`src/rtl/rom_sweep_reader.sv`:
```
// Walks a wrapping range of ROM addresses and streams each word out on a
// valid/ready interface with a last flag, pulsing done when the range is exhausted.
module rom_sweep_reader #(
  parameter int ADDR_WIDTH = 3,
  parameter int DATA_WIDTH = 2
) (
  input  logic                  clk,
  input  logic                  rst_n,
  input  logic                  start,
  input  logic [ADDR_WIDTH-1:0] base_addr,
  input  logic [ADDR_WIDTH:0]   len,
  output logic [ADDR_WIDTH-1:0] rom_addr,
  input  logic [DATA_WIDTH-1:0] rom_data,
  output logic [DATA_WIDTH-1:0] out_data,
  output logic                  out_valid,
  input  logic                  out_ready,
  output logic                  out_last,
  output logic                  busy,
  output logic                  done
);

  typedef enum logic [0:0] {
    ST_IDLE = 1'b0,
    ST_RUN  = 1'b1
  } state_t;

  localparam logic [ADDR_WIDTH:0]   REM_ZERO  = {(ADDR_WIDTH+1){1'b0}};
  localparam logic [ADDR_WIDTH:0]   REM_ONE   = {{ADDR_WIDTH{1'b0}}, 1'b1};
  localparam logic [ADDR_WIDTH-1:0] ADDR_ZERO = {ADDR_WIDTH{1'b0}};
  localparam logic [ADDR_WIDTH-1:0] ADDR_ONE  = REM_ONE[ADDR_WIDTH-1:0];
  localparam logic [DATA_WIDTH-1:0] DATA_ZERO = {DATA_WIDTH{1'b0}};

  state_t                  state_q, state_d;
  logic [ADDR_WIDTH-1:0]   addr_q, addr_d;
  logic [ADDR_WIDTH:0]     rem_q, rem_d;
  logic [DATA_WIDTH-1:0]   data_q, data_d;
  logic                    valid_q, valid_d;
  logic                    last_q, last_d;
  logic                    done_q, done_d;

  // Next-state logic: IDLE samples the command, RUN loads words as the output slot frees up.
  always_comb begin
    state_d = state_q;
    addr_d  = addr_q;
    rem_d   = rem_q;
    data_d  = data_q;
    valid_d = valid_q;
    last_d  = last_q;
    done_d  = 1'b0;
    case (state_q)
      ST_IDLE: begin
        if (start) begin
          if (len != REM_ZERO) begin
            addr_d  = base_addr;
            rem_d   = len;
            state_d = ST_RUN;
          end else begin
            done_d = 1'b1;
          end
        end else begin
          state_d = ST_IDLE;
        end
      end
      ST_RUN: begin
        if ((rem_q != REM_ZERO) && (!valid_q || out_ready)) begin
          data_d  = rom_data;
          valid_d = 1'b1;
          last_d  = (rem_q == REM_ONE);
          addr_d  = addr_q + ADDR_ONE;
          rem_d   = rem_q - REM_ONE;
        end else if (valid_q && out_ready) begin
          valid_d = 1'b0;
        end else begin
          valid_d = valid_q;
        end
        // Handshake on the final beat ends the sweep; nothing is left to load then.
        if (valid_q && out_ready && last_q) begin
          state_d = ST_IDLE;
          done_d  = 1'b1;
          valid_d = 1'b0;
          last_d  = 1'b0;
        end else begin
          state_d = ST_RUN;
        end
      end
      default: begin
        state_d = ST_IDLE;
        valid_d = 1'b0;
        last_d  = 1'b0;
      end
    endcase
  end

  // State and output registers with synchronous active-low reset.
  always_ff @(posedge clk) begin
    if (!rst_n) begin
      state_q <= ST_IDLE;
      addr_q  <= ADDR_ZERO;
      rem_q   <= REM_ZERO;
      data_q  <= DATA_ZERO;
      valid_q <= 1'b0;
      last_q  <= 1'b0;
      done_q  <= 1'b0;
    end else begin
      state_q <= state_d;
      addr_q  <= addr_d;
      rem_q   <= rem_d;
      data_q  <= data_d;
      valid_q <= valid_d;
      last_q  <= last_d;
      done_q  <= done_d;
    end
  end

  assign rom_addr  = addr_q;
  assign out_data  = data_q;
  assign out_valid = valid_q;
  assign out_last  = last_q;
  assign busy      = (state_q == ST_RUN);
  assign done      = done_q;

endmodule

```
`config.mk`:
```
export PLATFORM = sky130hd
export DESIGN_NAME = rom_sweep_reader
export DESIGN_NICKNAME = d
export VERILOG_FILES = /design/src/rtl/rom_sweep_reader.sv
export SDC_FILE = /design/constraint.sdc
export NUM_CORES = 1
export LEC_CHECK = 0
export CAP_MARGIN = 20
export CELL_PAD_IN_SITES_DETAIL_PLACEMENT = 0
export CELL_PAD_IN_SITES_GLOBAL_PLACEMENT = 1
export CORE_MARGIN = 5
export CORE_UTILIZATION = 30
export DETAILED_ROUTE_END_ITERATION = 10
export MAX_ROUTING_LAYER = met4
export PLACE_DENSITY_LB_ADDON = 0.1
export SLEW_MARGIN = 25
export SYNTH_ARGS = -nofsm -noshare
export SYNTH_HDL_FRONTEND = slang
export SYNTH_SLANG_ARGS = --single-unit
export TNS_END_PERCENT = 1
```
`constraint.sdc`:
```
create_clock -name clk -period 5.05 [get_ports clk]
set_input_delay 0.505 -clock clk [delete_from_list [all_inputs] [get_ports clk]]
set_output_delay 0.505 -clock clk [all_outputs]
set_load 0.005 [all_outputs]
```
==> summary.md <==
| Metric | Value |
|---|---|
| Gr ovfl total | 0 |
| Worst Setup End Kind | output pin |
| Core Area | 0.00241 mm2 |
| Clock latency on the worst-skew pair | 0.27 ns |
| Status | finished clean |
| Routed len/inst | 12.8 um |
| Met2 global-route usage | around 14% |
| RSZ-0062 raised after global routing | false |
| Layout area overhead | 33.7% |
| Crit path buf inv count | 1 |
| Slew HR | 50.1% |
| Pins Over Slew Limit | 0 |
| Initial Utilization | roughly 30% |
| Clk sinks | 13 |
| Mapped Cells | 81 |
| Initial antenna violation count | 0 |
| Largest net degree at the start of global routing | 21 |
| Final period utilization | roughly 44% |
| Most frequent cells in the layout | clkdlybuf4s50_1 (21), dfxtp_1 (13), nor2b_1 (7), a21boi_1 (5), nand3_1 (5) |
| Final setup margin | 2.82 ns |
| Rows | 18 |
| R2r endpoint | rem_q[3] |
| DIE AREA | 0.00357 mm2 |
| Post-synth top area share | 35.1% |
| Met3 usage | 3.02% |
| Most common cell after layout, fill and taps aside | clkdlybuf4s50_1 |
| DIE WIDTH | 59.7 um |
| Post-detailed-placement half-perimeter wirelength | ~1200 um |
| Tmin final | 2.23 ns |
| GRT Util Overall | around 11% |
| Yosys top cell by area | dfxtp_1 |
| Syn nets | 97 |
| Clock tree from TritonCTS | yes |
| Syn_area_per_cell | around 9 um2 |
| TritonCTS Buffers | 3 |
| Reg-to-reg setup timing slack | just over 3 ns |
| Max cap viols | 0 |
| Drt total wl | 1690 um |
| Final Setup Violations | 0 |
| Hold path cells | 2 |
| Syn. warnings | 0 |
| Vias in the first global route | 614 |
| First-pass GRT wire length | approximately 2900 um |
| Final hold violation count | 0 |
| Layout Nets | 119 |
| CTS H-tree lvls | 1 |
| Post-Syn Area | 742 um2 |
| Boundary Pins | 22 |
| CP cell instances | clkdlybuf4s50_1 |
| Vias | 647 |
| Die Y | approximately 60 um |
| Peak supply drop | approximately 0.00014 V |
| N_diodes | 0 |
| Initial detailed-routing violation count | 15 |
| Worst hold path type | flip-flop to flip-flop |
| Worst-margin pin slew | 0.747 ns |
| Clock buffer depth | 2 |
| IO Port Bufs | 21 |
| Busiest grt layer | met1 |
| Post-route setup TNS | 0 ns |
| Maximum fanout along the worst path | 20 |
| Power Total | 0.000275 W |
| Startpoint types | flip-flop |
| CP top delay family | flip-flops |
| Hold_sp | rem_q[1] |
| Vias/cell | 4.90 |
| M1 GR Usage | ~16% |
| Synth unique cells | 33 |
| GPL Wtd Cong | 0.726 |
| Hold Path End | rem_q[1] |
| Power Dens Cells | 277 mW/mm2 |
| Leakage | 0.366 nW |
| FMAX | 448 MHz |
| Share of cells above drive strength 1 | 7.84% |
| PostCTS Resize Cnt | 0 |
| Max incr delay on CP | 0.81 ns |
| Setup CP Type | flip-flop to output pin |
| Clock slew at reported path FFs | 0.08 ns |
| Clock Skew | 0.00278 ns |
| Synthesized flop and latch total | 13 |
| Post-CTS Setup Repair Bufs | 0 |
| Routed Antenna Nets | 0 |
| DRC errors left | 0 |
| Area contributors post-synth | dfxtp_1 (35%), nor2b_1 (5.9%), mux2i_1 (5.4%) |
| Worst reg2reg path depth | 6 |
| Slowest cell on crit path | dfxtp_1 |
| Setup Slack @ Placement | 2.68 ns |
| FF-to-FF Start | rem_q[0] |
| Worst Path Required | around 4.6 ns |
| CTS Hold Bufs | 0 |
| Sequential-to-total area share from yosys stat | 35.1% |
| Clock tree root buffer cell | clkbuf_4 |
| 1st-pass router iterations | 4 |
| CP arrival | 1.73 ns |
[kinds of logic after synthesis]
| logic type | Yosys count | share of synthesized area (%) |
|---|---|---|
| AOI/OAI and AO/OA | 21 | 23.8 |
| xor gates and xnor gates | 3 | 3.54 |
| and+or+nand+nor | 27 | 19.9 |
| muxes | 5 | 6.91 |
| DFF | 13 | 35.1 |
| buffers and inverters | 9 | 5.73 |
| adders and majority gates | 3 | 5.06 |
[metrics by stage]
stage	util (%)	cells	hold WS [ns]	instance area, um2
floorplan	-	81	0.444	742
global placement	40.1	128	0.473	966
detailed placement	40.1	128	0.472	966
CTS	41.2	132	0.486	992
global route	41.2	132	0.511	992
finish	41.2	132	0.478	992
[worst max path at each step]
stage	from	end	cells after the start
after global placement	len[0]	rem_q[3]	5
after detailed placement	len[0]	rom_addr[0]	5
final	busy	busy	1
after floorplan	len[1]	rom_addr[0]	5
after global routing	busy	busy	1
after CTS	busy	busy	1
[metal layers]
layer | up-vias | part of all wire [%]
met1 | 290 | 49
met5 | - | 0
li1 | 335 | -
met2 | 20 | 43
met4 | 0 | 0.53
met3 | 2 | 7.2
[synthesized netlist by cell type]
cell / number
nand3_1: 5
a22oi_1: 1
or3b_1: 1
a31o_1: 1
o21ai_1: 1
a31oi_1: 1
inv_2: 1
a211o_1: 3
buf_6: 1
xnor2_1: 3
nor2b_1: 7
nor4_1: 1
nand4_1: 1
clkbuf_1: 2
o311a_1: 1
inv_1: 4
dfxtp_1: 13
mux2i_1: 4
a21boi_1: 5
nor3_1: 2
nand2b_1: 1
or4_4: 1
mux2_2: 1
a32oi_4: 1
ha_1: 3
a21oi_1: 1
buf_2: 1
o221a_1: 1
a21oi_2: 1
nand2_1: 4
nor2_1: 4
a211oi_1: 1
o21ai_0: 3
[layout make-up]
class	count	area (um2)
multi-input combinational	59	439
tap	30	37.5
clock buffer	4	26.3
timing repair buffer	21	210
sequential	13	260
fill	248	1420
inverter	5	18.8
[flip-flops by register name, summed over array words and instances, names as in the netlist]
| register | cells |
|---|---|
| out_last | 1 |
| out_valid | 1 |
| rom_addr | 3 |
| rem_q | 4 |
| out_data | 2 |
| busy | 1 |
| done | 1 |
[power by group]
part	internal, W	total, W	switching (W)
Clock	0.0000306	0.0000661	0.0000355
Combinational	0.0000469	0.0000814	0.0000346
Sequential	0.000113	0.000127	0.0000145
Total	0.000190	0.000275	0.0000846
(Power assumes the default switching activity.)
